### config.mk
export PLATFORM = sky130hd
export DESIGN_NAME = mem_arbiter
export DESIGN_NICKNAME = d
export VERILOG_FILES = /design/src/rtl/mem_arb_pkg.sv /design/src/rtl/mem_arbiter_wait_timer.sv /design/src/rtl/mem_arbiter.sv
export SDC_FILE = /design/constraint.sdc
export NUM_CORES = 1
export LEC_CHECK = 0
export CAP_MARGIN = 20
export CELL_PAD_IN_SITES_DETAIL_PLACEMENT = 1
export CELL_PAD_IN_SITES_GLOBAL_PLACEMENT = 1
export CORE_MARGIN = 2
export CORE_UTILIZATION = 36
export DETAILED_ROUTE_END_ITERATION = 16
export PLACE_DENSITY_LB_ADDON = 0.1
export SLEW_MARGIN = 20
export SYNTH_ARGS = -nofsm -noshare
export SYNTH_HDL_FRONTEND = slang
export SYNTH_HIERARCHICAL = 1
export SYNTH_SLANG_ARGS = --single-unit
### constraint.sdc
create_clock -name clk -period 3.6 [get_ports clk]
set_input_delay 0.72 -clock clk [delete_from_list [all_inputs] [get_ports clk]]
set_output_delay 0.72 -clock clk [all_outputs]
set_load 0.05 [all_outputs]
### src/rtl/mem_arb_pkg.sv
// -----------------------------------------------------------------------------
// mem_arb_pkg
// Shared types and constants for the two-requester memory arbiter.
//   arb_state_e : arbiter FSM states (IDLE, BUSY, RESP)
//   grant_e     : which requester owns the current/last access
//   pick_grant  : round-robin choice between fetch and data requesters
// -----------------------------------------------------------------------------
package mem_arb_pkg;

  // Default number of BUSY cycles to wait for mem_ack before giving up.
  localparam int unsigned TIMEOUT_DEFAULT = 16;

  // Width of the wait counter; wide enough for the full 2..255 timeout range.
  localparam int unsigned WAIT_CNT_W = 8;

  typedef enum logic [1:0] {
    IDLE = 2'd0,
    BUSY = 2'd1,
    RESP = 2'd2
  } arb_state_e;

  typedef enum logic {
    GRANT_IF = 1'b0,
    GRANT_D  = 1'b1
  } grant_e;

  // Round-robin pick: with both requesters asking, the one that was not
  // granted last wins. A lone requester always wins. The result is only
  // meaningful when at least one request is asserted.
  function automatic grant_e pick_grant(input logic   if_req,
                                        input logic   d_req,
                                        input grant_e last_grant);
    grant_e winner;
    if (if_req && d_req) begin
      winner = (last_grant == GRANT_D) ? GRANT_IF : GRANT_D;
    end else if (if_req) begin
      winner = GRANT_IF;
    end else begin
      winner = GRANT_D;
    end
    return winner;
  endfunction

endpackage

### src/rtl/mem_arbiter_wait_timer.sv
// -----------------------------------------------------------------------------
// wait_timer
// Counts cycles spent waiting for a memory acknowledge and flags when the
// count is about to reach the programmed limit.
// Ports:
//   clk     : clock, rising edge
//   arst    : asynchronous active-low reset, clears the count
//   clear   : synchronous clear (held while the arbiter is not waiting)
//   count   : advance the count by one this cycle
//   limit   : number of counted cycles after which the wait has expired
//   expired : high in the cycle whose count brings the total to limit
// -----------------------------------------------------------------------------
module wait_timer
  import mem_arb_pkg::*;
#(
  parameter int unsigned W = WAIT_CNT_W
) (
  input  logic         clk,
  input  logic         arst,
  input  logic         clear,
  input  logic         count,
  input  logic [W-1:0] limit,
  output logic         expired
);

  localparam logic [W-1:0] One = W'(1);

  logic [W-1:0] cnt_q;
  logic [W-1:0] cnt_d;

  // Clear wins over count so a fresh wait always starts from zero.
  always_comb begin
    cnt_d = cnt_q;
    if (clear) begin
      cnt_d = '0;
    end else if (count) begin
      cnt_d = cnt_q + One;
    end
  end

  always_ff @(posedge clk or negedge arst) begin
    if (!arst) begin
      cnt_q <= '0;
    end else begin
      cnt_q <= cnt_d;
    end
  end

  // Expired is flagged in the cycle that is being counted as the limit-th,
  // so the owner can leave its wait state on that same edge.
  assign expired = count && !clear && ((cnt_q + One) == limit);

endmodule

### src/rtl/mem_arbiter.sv
// -----------------------------------------------------------------------------
// mem_arbiter
// Arbitrates a single memory port between an instruction-fetch requester and
// a load/store requester. One access is in flight at a time; the FSM walks
// IDLE -> BUSY -> RESP -> IDLE, with a wait-counter timeout in BUSY.
// Ports:
//   clk, arst            : clock (rising edge) and async active-low reset
//   if_req, if_addr      : fetch request (level) and address
//   if_rdata, if_done    : fetched word and one-cycle completion pulse
//   d_req, d_we          : data request (level), 1 = store / 0 = load
//   d_addr, d_wdata      : data address and store data
//   d_rdata, d_done      : load data and one-cycle completion pulse
//   mem_req, mem_we      : registered memory request and write enable
//   mem_addr, mem_wdata  : registered memory address and write data
//   mem_rdata, mem_ack   : memory read data and access-complete strobe
//   stall                : pipeline hold while a request waits for its done
//   bus_err              : access timed out, valid alongside the done pulse
// -----------------------------------------------------------------------------
module mem_arbiter
  import mem_arb_pkg::*;
#(
  parameter int unsigned AW      = 32,
  parameter int unsigned DW      = 32,
  parameter int unsigned TIMEOUT = TIMEOUT_DEFAULT
) (
  input  logic          clk,
  input  logic          arst,
  // Fetch requester
  input  logic          if_req,
  input  logic [AW-1:0] if_addr,
  output logic [DW-1:0] if_rdata,
  output logic          if_done,
  // Data requester
  input  logic          d_req,
  input  logic          d_we,
  input  logic [AW-1:0] d_addr,
  input  logic [DW-1:0] d_wdata,
  output logic [DW-1:0] d_rdata,
  output logic          d_done,
  // Memory side
  output logic          mem_req,
  output logic          mem_we,
  output logic [AW-1:0] mem_addr,
  output logic [DW-1:0] mem_wdata,
  input  logic [DW-1:0] mem_rdata,
  input  logic          mem_ack,
  // Status
  output logic          stall,
  output logic          bus_err
);

  localparam logic [WAIT_CNT_W-1:0] TimeoutLimit = WAIT_CNT_W'(TIMEOUT);

  // FSM and grant tracking
  arb_state_e state_q, state_d;
  grant_e     grant_q, grant_d;

  // Access latched at grant time
  logic [AW-1:0] addr_q,  addr_d;
  logic          we_q,    we_d;
  logic [DW-1:0] wdata_q, wdata_d;

  // Requester read data holding registers
  logic [DW-1:0] if_rdata_q, if_rdata_d;
  logic [DW-1:0] d_rdata_q,  d_rdata_d;

  // Registered memory-side outputs
  logic          mem_req_q,   mem_req_d;
  logic          mem_we_q,    mem_we_d;
  logic [AW-1:0] mem_addr_q,  mem_addr_d;
  logic [DW-1:0] mem_wdata_q, mem_wdata_d;

  // Registered completion status
  logic if_done_q, if_done_d;
  logic d_done_q,  d_done_d;
  logic bus_err_q, bus_err_d;

  // Wait timer control
  logic timer_clear;
  logic timer_count;
  logic timer_expired;

  // The timer only runs while an access is outstanding; everywhere else it is
  // held clear so each BUSY visit starts counting from zero.
  assign timer_clear = (state_q != BUSY);
  assign timer_count = (state_q == BUSY) && !mem_ack;

  wait_timer #(
    .W (WAIT_CNT_W)
  ) u_wait_timer (
    .clk     (clk),
    .arst    (arst),
    .clear   (timer_clear),
    .count   (timer_count),
    .limit   (TimeoutLimit),
    .expired (timer_expired)
  );

  // Next-state logic. Requests are only looked at in IDLE and mem_ack only in
  // BUSY, so a requester holding its level through BUSY/RESP is harmless.
  // On a timeout the read data registers are deliberately left untouched.
  always_comb begin
    state_d    = state_q;
    grant_d    = grant_q;
    addr_d     = addr_q;
    we_d       = we_q;
    wdata_d    = wdata_q;
    if_rdata_d = if_rdata_q;
    d_rdata_d  = d_rdata_q;
    bus_err_d  = 1'b0;

    unique case (state_q)
      IDLE: begin
        if (if_req || d_req) begin
          grant_d = pick_grant(if_req, d_req, grant_q);
          if (grant_d == GRANT_IF) begin
            addr_d  = if_addr;
            we_d    = 1'b0;
            wdata_d = '0;
          end else begin
            addr_d  = d_addr;
            we_d    = d_we;
            wdata_d = d_wdata;
          end
          state_d = BUSY;
        end
      end

      BUSY: begin
        // An ack in the same cycle as the timeout still counts as success.
        if (mem_ack) begin
          if (!we_q) begin
            if (grant_q == GRANT_IF) begin
              if_rdata_d = mem_rdata;
            end else begin
              d_rdata_d = mem_rdata;
            end
          end
          state_d = RESP;
        end else if (timer_expired) begin
          bus_err_d = 1'b1;
          state_d   = RESP;
        end
      end

      RESP: begin
        state_d = IDLE;
      end

      default: begin
        state_d = IDLE;
      end
    endcase
  end

  // Memory and completion outputs are computed from the next state so they
  // can be registered and line up exactly with the state they belong to:
  // the memory request is live only in BUSY, the done pulse only in RESP.
  always_comb begin
    mem_req_d   = (state_d == BUSY);
    mem_we_d    = 1'b0;
    mem_addr_d  = '0;
    mem_wdata_d = '0;
    if (mem_req_d) begin
      mem_we_d    = we_d;
      mem_addr_d  = addr_d;
      mem_wdata_d = wdata_d;
    end
    if_done_d = (state_d == RESP) && (grant_d == GRANT_IF);
    d_done_d  = (state_d == RESP) && (grant_d == GRANT_D);
  end

  // State and datapath registers. Reset leaves the grant pointing at data so
  // fetch wins the first contention, and kills any access in flight without
  // producing a done pulse.
  always_ff @(posedge clk or negedge arst) begin
    if (!arst) begin
      state_q     <= IDLE;
      grant_q     <= GRANT_D;
      addr_q      <= '0;
      we_q        <= 1'b0;
      wdata_q     <= '0;
      if_rdata_q  <= '0;
      d_rdata_q   <= '0;
      mem_req_q   <= 1'b0;
      mem_we_q    <= 1'b0;
      mem_addr_q  <= '0;
      mem_wdata_q <= '0;
      if_done_q   <= 1'b0;
      d_done_q    <= 1'b0;
      bus_err_q   <= 1'b0;
    end else begin
      state_q     <= state_d;
      grant_q     <= grant_d;
      addr_q      <= addr_d;
      we_q        <= we_d;
      wdata_q     <= wdata_d;
      if_rdata_q  <= if_rdata_d;
      d_rdata_q   <= d_rdata_d;
      mem_req_q   <= mem_req_d;
      mem_we_q    <= mem_we_d;
      mem_addr_q  <= mem_addr_d;
      mem_wdata_q <= mem_wdata_d;
      if_done_q   <= if_done_d;
      d_done_q    <= d_done_d;
      bus_err_q   <= bus_err_d;
    end
  end

  assign mem_req   = mem_req_q;
  assign mem_we    = mem_we_q;
  assign mem_addr  = mem_addr_q;
  assign mem_wdata = mem_wdata_q;
  assign if_rdata  = if_rdata_q;
  assign d_rdata   = d_rdata_q;
  assign if_done   = if_done_q;
  assign d_done    = d_done_q;
  assign bus_err   = bus_err_q;

  // Stall drops in the done cycle so the requester can retire its request.
  assign stall = (if_req || d_req) && !(if_done_q || d_done_q);

endmodule

==> results of run 1 <==
## synthesized netlist by cell type (2+ instances only)
master,n
sky130_fd_sc_hd__buf_1,2
sky130_fd_sc_hd__o21ai_0,66
sky130_fd_sc_hd__clkbuf_1,36
sky130_fd_sc_hd__dfrtp_1,208
sky130_fd_sc_hd__buf_2,11
sky130_fd_sc_hd__xor2_1,7
sky130_fd_sc_hd__a2bb2oi_1,32
sky130_fd_sc_hd__xnor2_1,8
sky130_fd_sc_hd__buf_6,7
sky130_fd_sc_hd__nand2b_1,5
sky130_fd_sc_hd__nor3_1,3
sky130_fd_sc_hd__inv_1,5
sky130_fd_sc_hd__conb_1,2
sky130_fd_sc_hd__and2_1,2
sky130_fd_sc_hd__o21ai_1,2
sky130_fd_sc_hd__nand3_1,38
sky130_fd_sc_hd__nor2_1,13
sky130_fd_sc_hd__buf_4,6
sky130_fd_sc_hd__mux2_1,4
sky130_fd_sc_hd__a311oi_1,32
sky130_fd_sc_hd__nand3b_1,2
sky130_fd_sc_hd__a21oi_1,34
sky130_fd_sc_hd__a221oi_1,32
sky130_fd_sc_hd__nand2_1,70
sky130_fd_sc_hd__nand4_1,4
sky130_fd_sc_hd__mux2_2,60
## layout by cell type, fill, tap and decap left out, types with 5 or more instances in the layout
cell | netlist | final
sky130_fd_sc_hd__a21oi_1 | 34 | 34
sky130_fd_sc_hd__a221oi_1 | 32 | 32
sky130_fd_sc_hd__a2bb2oi_1 | 32 | 32
sky130_fd_sc_hd__a311oi_1 | 32 | 32
sky130_fd_sc_hd__buf_4 | 6 | 16
sky130_fd_sc_hd__clkbuf_1 | 36 | 6
sky130_fd_sc_hd__clkbuf_16 | 0 | 23
sky130_fd_sc_hd__clkbuf_8 | 0 | 6
sky130_fd_sc_hd__clkdlybuf4s50_1 | 0 | 264
sky130_fd_sc_hd__conb_1 | 2 | 11
sky130_fd_sc_hd__dfrtp_1 | 208 | 208
sky130_fd_sc_hd__inv_1 | 5 | 5
sky130_fd_sc_hd__mux2_2 | 60 | 60
sky130_fd_sc_hd__nand2_1 | 70 | 70
sky130_fd_sc_hd__nand2b_1 | 5 | 5
sky130_fd_sc_hd__nand3_1 | 38 | 38
sky130_fd_sc_hd__nor2_1 | 13 | 11
sky130_fd_sc_hd__o21ai_0 | 66 | 66
sky130_fd_sc_hd__xnor2_1 | 8 | 8
sky130_fd_sc_hd__xor2_1 | 7 | 7
## through the flow
stage          hold slack [ns]  worst slack [ns]  cells
4_1_cts                  0.261             0.499   1303
3_5_place_dp             0.471             0.381   1261
5_1_grt                  0.267             0.188   1305
3_3_place_gp             0.463             0.481   1261
6_report                 0.234             0.558   1305
2_1_floorplan            0.424             0.716    720
## worst reg2reg max path: stages, from the launching register on
cell and delay (ns):
sky130_fd_sc_hd__dfrtp_1 0.43, sky130_fd_sc_hd__nand2b_1 0.46, sky130_fd_sc_hd__nor2_1 0.26, sky130_fd_sc_hd__nand3b_1 0.09
sky130_fd_sc_hd__nor3_1 0.13, sky130_fd_sc_hd__o311ai_0 0.18, sky130_fd_sc_hd__a2111oi_2 0.55, sky130_fd_sc_hd__o21ai_0 0.20
sky130_fd_sc_hd__nand3b_1 0.12, sky130_fd_sc_hd__buf_4 0.37, sky130_fd_sc_hd__a21oi_1 0.11
## per-layer routing
layer,part of all wire (%),up-vias,global-route usage (%)
li1,-,3104,-
met3,7.5,34,5.09
met5,0,-,0
met2,50,243,37.3
met4,1.7,0,5.62
met1,41,3506,27.8
## logic make-up (layout without fill, tap and decap cells)
| kind of cell | count (synthesis) | after routing | synth area share, % |
|---|---|---|---|
| DFF | 209 | 209 | 61.0 |
| and+or+nand+nor | 148 | 148 | 8.33 |
| adders and majority gates | 1 | 1 | 0.146 |
| xor gates and xnor gates | 15 | 15 | 1.53 |
| muxes | 65 | 65 | 8.52 |
| buffers and inverters | 67 | 331 | 3.97 |
| other | 2 | 13 | 0.0876 |
| AOI/OAI and AO/OA | 204 | 204 | 16.4 |
## final cells by class
type	count	share of cell area, %
timing repair buffer	284	22.8
tap	319	3.23
sequential	209	42.3
clock inverter	8	1.25
clock buffer	34	5.39
antenna	2	0.0405
inverter	5	0.152
multi-input combinational	444	24.8
## flip-flops by register name (all words and copies together) (netlist names)
| register | cells |
|---|---|
| mem_req | 1 |
| mem_addr | 32 |
| u_wait_timer/cnt_q | 8 |
| grant_q | 1 |
| mem_we | 1 |
| state_q | 2 |
| mem_wdata | 32 |
| d_done | 1 |
| d_rdata | 32 |
| bus_err | 1 |
| we_q | 1 |
| if_rdata | 32 |
| addr_q | 32 |
| wdata_q | 32 |
| if_done | 1 |
## worst paths after layout
path                       slack (ns)                       to  depth (start not counted)                   from
setup / recovery                 0.56  mem_wdata[14]$_DFF_PN0_                         10   state_q[1]$_DFF_PN0_
hold / removal                   0.23     addr_q[15]$_DFF_PN0_                          1                   arst
setup reg to reg                 0.56  mem_wdata[14]$_DFF_PN0_                         10   state_q[1]$_DFF_PN0_
hold reg to reg                  0.48    wdata_q[21]$_DFF_PN0_                          2  wdata_q[21]$_DFF_PN0_
max in group asynchronous        2.50        grant_q$_DFF_PN1_                          2                   arst
min in group clk                 0.48    wdata_q[21]$_DFF_PN0_                          2  wdata_q[21]$_DFF_PN0_
## power by group through the flow
stage          Sequential [mW]  Clock, mW  Combinational (mW)
2_1_floorplan             5.91          0                1.46
3_3_place_gp              3.75          0                5.49
3_5_place_dp              3.80          0                5.61
4_1_cts                   3.78       2.60                5.63
5_1_grt                   3.88       2.71                5.87
6_report                  3.77       2.54                5.58
==> results summary, run 1 <==
The run finished with clean final reports. In this design, the stage delay of the slowest critical-path cell is 0.55 ns. The fraction of the cycle the final worst path needs came out at roughly 84%.

The number of CTS-inserted buffers is 23. The tool flagged a number of max-cap violations equal to 0. The number of hold violations in the final report came to 0.

A synthesized cell averages 12.1 um^2. The global-route congestion overflow total came out at 0. The worst supply voltage drop on vdd is around 0.38 mV. The design internal power is between 6 and 7 mW. The post-route clock skew came out at 0.00772 ns. The area used by multi-input combinational logic came out at 3070 um^2. In this run, synthesis inferred 0 flip-flops with an integrated enable.

After synthesis, the largest area contributor takes up 60.7% of total cell area. At the pin with the least slew margin, the transition time is between 1 and 1.5 ns. The fraction of power consumed by the clock network came out at 21.4%. The final layout contains 1,102 nets. The post-CTS setup buffer count came out at 0. Gates resized during post-CTS repair numbered 0. The tree is rooted in a sky130_fd_sc_hd__clkbuf_16. The routability congestion estimate from global placement came out at 0.770.

The combinational share of power came out at roughly 47%. The share of final-layout standard cells stronger than drive strength 1 came out at 13.0%. In the global route stage, overall resource usage came out at a little over a fifth.

The largest net degree at the start of global routing is 83. The count of routing violations after the opening detailed-route iteration came out at 402. The fmax came out at 329 MHz. The final sum of negative setup slack came out at 0 ns. Summing over every cut layer, the via total after detailed routing is 6,887. The via count normalized by instance count is 5.28. The die is 158 um wide. After detailed routing, the average wire length per cell comes to 21.0 um. Across the whole layout, storage elements account for 5230 um^2. The switching share of power is 42.4%. At the end of the flow the core is filled with cells to 52.8%. From bottom edge to top edge, the die measures 158 um.

The kind of start point of the critical path is a register. The minimum period implied by the final worst setup slack is between 3 and 4 ns. The CTS sink count came out at 209. The area growth from synthesis to layout is 44.2%. Walking the worst path, the cells encountered are nand2b_1 > nor2_1 > nand3b_1 > nor3_1 > o311ai_0 > a2111oi_2 > o21ai_0 > nand3b_1 > buf_4 > a21oi_1. For this run, the leading register cell type out of synthesis is sky130_fd_sc_hd__dfrtp_1.

The number of standard-cell rows in the floorplan is 56. The worst setup path is captured at a register. The cts-stage hold buffer count is 0. The data required time of the critical path is 3.98 ns.

The number of global-route vias before repair is 7,497. The synthesized area came out at roughly 8600 um^2. No sink is reached through more buffers than the 3 on the longest clock path. Port buffering added 267 buffers. The number of max-slew violations in the final report came to 0. The total die area is 25,100 um^2.

The sequential power share is 31.7%. Clock-pin slew was measured on the worst setup and hold paths at 0.06 ns. The worst setup path is of the register to register kind. The I/O pin total came out at 268.

After synthesis, the netlist uses between 40 and 50 different library cells. TritonCTS built the clock tree. In the routed design, unresolved DRC markers number 0. For this design the static power due to leakage is 5.22 nW. The maximum fanout along the worst path is 35. The initial core utilization came out at 36.6%.

Summing all non-filler instances in the final layout gives an area of 12,400 um^2. The overall routed net length is roughly 27,000 um. The clock latency reported for the late side of the worst-skew pair is around 0.52 ns. The pre-antenna-repair detailed-routing pass consisted of 6 iterations. The first-pass GRT wire length is 42,500 um. The detailed-placement wirelength estimate came out at 18,300 um.

For the worst setup path, the data arrival time is around 3.4 ns. The final-report setup violation count came out at 0. The post-layout total power is 11.9 mW. The buffering stage count on the worst path with inverters included is 1. Setup repair after global routing left no endpoint under its margin. The cell family contributing the most delay on the critical path is simple AND/OR/NAND/NOR gates.

The sequential element share of the synthesized area came out at between 60% and 70%. The total placed instance area came out at 11,500 um^2. By area the synthesized netlist is led by sky130_fd_sc_hd__dfrtp_1, sky130_fd_sc_hd__mux2_2, sky130_fd_sc_hd__o21ai_0. The count of fill cells added during filler insertion is roughly 2,500.

The power spent charging and discharging nets is 5.03 mW. The largest area contributor in the netlist is sky130_fd_sc_hd__dfrtp_1. The standard cell core area is 23,400 um^2. For this design the ratio of total power to cell area is 961 nW/um^2.

The slowest stage cell on the critical path is sky130_fd_sc_hd__a2111oi_2. Counting every instance in the synthesized netlist gives about 710. The relative max-transition margin came out at 31.7%. The number of antenna violations at the first check in global routing came out at 2. Counting flops with an async set or reset pin after synthesis yields a share of 100%. The number of warnings printed during yosys synthesis is 6. The total of flip-flops plus latches after synthesis is around 210.

The worst hold path belongs to the class input port to async pin. The cell that appears most often on the critical path is sky130_fd_sc_hd__nand3b_1. In this run the number of H-tree levels came out at 1. In this run the remaining antenna-violating nets after routing total 0.
No activity file was read; power rests on OpenSTA's default activity.
==> run 2: changes to the inputs <==
Clock period 3.6 ns to 2.8 ns, I/O delays scaled along.
==> run 2 against run 1 <==
  * Utilization is 0.50 points higher
  * Clock power is 26% higher
  * Count of clock-buffer cells in the layout is 2 higher
  * Total power is 28% higher
  * Non-clock buffer count is 10 higher
  * Via count is 1.2% higher
  * Register-to-register slack worse by 0.37 ns
  * Sequential cell count stayed put
  * Global-route usage is 0.13 points higher
  * Sequential power is 28% higher
  * Worst setup slack worse by 0.37 ns
  * Highest routed layer is now met5
==> results summary, run 2 (synthesis gave the netlist of run 1 again) <==
The flow ran to the end, and the final reports show no timing, DRC or antenna violations. The die boundary height is 158 um. The highest signal layer in the routed design is met5. The minimum period implied by the final worst setup slack is 2.61 ns. The most critical setup path has its endpoint at mem_addr[2]$_DFF_PN0_. The number of global-route vias before repair is 7,589.

The total leakage power came out at 5.27 nW. Data on the critical path arrives at its endpoint at 2.99 ns. The relative max-transition margin came out at about 40%. For this run, design rule violations remaining after detail routing come to 0. Entering global routing, the biggest net connects 66 pins. The met2 routed wirelength came out at approximately 14,000 um. The worst hold slack is 0.0490 ns. For this block, the initial DRC count from the detailed router was 283. The number of max-cap violations came out at 0. The root buffer cell is sky130_fd_sc_hd__clkbuf_16. The total die area is 25,100 um^2. Buffers inserted during clock tree synthesis total 24.

The critical path is of the register to register type. STA classifies the critical path endpoint as a register. The utilization after layout is a little over half.

Dividing the detail-routed wire length by the instance count gives 21.0 um. In the detailed route, the total length drawn on met3 is 2140 um. The most common cell after layout, fill and taps aside is sky130_fd_sc_hd__clkdlybuf4s50_1.

The final net count came out at 1,114. The combined global-route utilization of all metal layers is 21.9%. The congestion estimate from routability-driven global placement came to 0.787. The initial core utilization came out at between 30% and 40%.

The register clock-pin slew on the reported worst setup and hold paths came out at 0.06 ns. The CTS sink count came out at 209. The global-route congestion overflow total came out at 0. For this design the top-level I/O count stands at 268. The number of detailed-route iterations in the first pass came out at 4. CTS built an H-tree with a depth of 1. In this run the critical register-to-register path is captured at mem_addr[2]$_DFF_PN0_.

The cts-stage hold buffer count came out at 0. The share of final-layout standard cells stronger than drive strength 1 is 14.4%. The areal power density over the cells is 1220 nW/um^2. The standard cell core area came out at 23,400 um^2. The count of fill cells added during filler insertion came out at 2,455. With fillers left out, the area of the finished cells amounts to between 10,000 and 15,000 um^2.

Static timing analysis puts the maximum clock frequency at 382 MHz. The post-route clock skew is roughly 0.01 ns. The number of max-slew violations in the final report was 0. The worst setup path is launched from a register. Measured in cells, the most critical reg-to-reg path has a length of 10. The area used by sequential logic in the layout came out at 5230 um^2. The number of input and output port buffers inserted is 267. Post-CTS timing repair inserted 0 buffers for setup. The first-pass GRT wire length is roughly 43,000 um. The origin of the worst setup path is u_wait_timer/cnt_q[1]$_DFFE_PN0P_. The final antenna-violating net count came out at 0.

The number of buffers on the longest clock path came out at 3. The worst min-delay path class is input port to async pin. Setup repair after global routing left no endpoint under its margin. The clock latency reported for the late side of the worst-skew pair is around 0.51 ns. The via total after detailed routing is 6,970. The die outline width came out at between 150 and 200 um. TritonCTS built the clock tree.

The data required time of the critical path is 3.18 ns. In this run the critical register-to-register path is launched from u_wait_timer/cnt_q[1]$_DFFE_PN0P_. The actual transition at the worst max-transition pin came out at 0.899 ns. The number of hold violations in the final report is 0. The flop-to-flop setup slack came out at 0.19 ns. The wire length on met1 came out at 11,100 um. The via count normalized by instance count is 5.28. The number of standard-cell rows in the floorplan is 56. Once placement finished, the instance area stood at 11,600 um^2. The final-report setup violation count is 0. The maximum fanout along the worst path came out at 17. The fraction of the cycle the final worst path needs is between 90 and 100%. The area used by multi-input combinational logic is 3080 um^2. The worst supply voltage drop on vdd came out at slightly below 0.5 mV. The detailed-placement wirelength estimate is 18,400 um.

The number of antenna violations at the first check in global routing is 3. The final layout contains routed wiring with a total length of 27,800 um. The top cell types in the final layout, fill and taps aside, are sky130_fd_sc_hd__clkdlybuf4s50_1, sky130_fd_sc_hd__dfrtp_1, sky130_fd_sc_hd__nand2_1, sky130_fd_sc_hd__o21ai_0, sky130_fd_sc_hd__mux2_2. From synthesis to final layout, the design area changed by 45.5%. The final sum of negative setup slack came out at 0 ns.
run 2: cell count changes in the layout (fill, tap and decap cells not counted):
cell                         delta
sky130_fd_sc_hd__clkbuf_16      +2
sky130_fd_sc_hd__clkbuf_8       +3
sky130_fd_sc_hd__diode_2        +1
sky130_fd_sc_hd__bufinv_16      -3
sky130_fd_sc_hd__buf_12         +2
sky130_fd_sc_hd__clkinvlp_4     +5
sky130_fd_sc_hd__inv_16         -1
sky130_fd_sc_hd__buf_4          +8
sky130_fd_sc_hd__nor2_4         +1
sky130_fd_sc_hd__clkbuf_1       -3
sky130_fd_sc_hd__clkinv_2       -1
run 2: routing by layer:
metal	track usage [%]	vias to the layer above
met5	0	-
met2	37.7	232
met4	6.26	4
li1	-	3138
met3	5.63	48
met1	27.2	3548
run 2: stage by stage:
stage               total power [mW]  setup slack, ns  cells
CTS                             15.4           0.0676   1316
global route                    16.0          0.00467   1317
floorplan                       9.47            0.214    720
detailed placement              12.1           -0.298   1271
global placement                11.9          -0.0432   1271
finish                          15.2            0.185   1319
run 2: worst min-delay path by stage:
stage | slack (ns) | end | depth (start not counted) | from
final | 0.05 | d_rdata[7]$_DFFE_PN0P_ | 1 | arst
after detailed placement | 0.47 | wdata_q[21]$_DFF_PN0_ | 2 | wdata_q[21]$_DFF_PN0_
after global placement | 0.47 | wdata_q[21]$_DFF_PN0_ | 2 | wdata_q[21]$_DFF_PN0_
after floorplan | 0.26 | addr_q[0]$_DFF_PN0_ | 0 | arst
after CTS | 0.05 | d_rdata[7]$_DFFE_PN0P_ | 1 | arst
after global routing | 0.08 | d_rdata[7]$_DFFE_PN0P_ | 1 | arst
run 2: where the power goes:
group	internal (mW)	switching, mW
combinational	2.56	4.67
sequential	4.25	0.575
clock	1.93	1.25
run 2: cell type report:
type	count	share of cell area (%)
Sequential cell	209	41.9
Clock inverter	8	0.622
Clock buffer	36	5.99
Multi-Input combinational cell	445	24.7
Antenna cell	3	0.0602
Inverter	5	0.150
Timing Repair Buffer	294	23.4
Tap cell	319	3.20
run 2: what timing repair did:
action | CTS | global route
resized for setup | 0 | 1
gates cloned | 1 | 0
pin swaps | 1 | 0
endpoints found under the setup margin | 8 | 16
hold endpoints to repair | 0 | 0
run 2: critical path, cell delays in order (launching register included):
cell	delay [ns]
sky130_fd_sc_hd__dfrtp_1	0.44
sky130_fd_sc_hd__ha_1	0.31
sky130_fd_sc_hd__xnor2_1	0.26
sky130_fd_sc_hd__nor2_1	0.07
sky130_fd_sc_hd__nand2_1	0.07
sky130_fd_sc_hd__a22o_1	0.16
sky130_fd_sc_hd__a2111oi_2	0.06
sky130_fd_sc_hd__buf_4	0.19
sky130_fd_sc_hd__nor2_4	0.42
sky130_fd_sc_hd__nand2_1	0.15
sky130_fd_sc_hd__a221oi_1	0.35
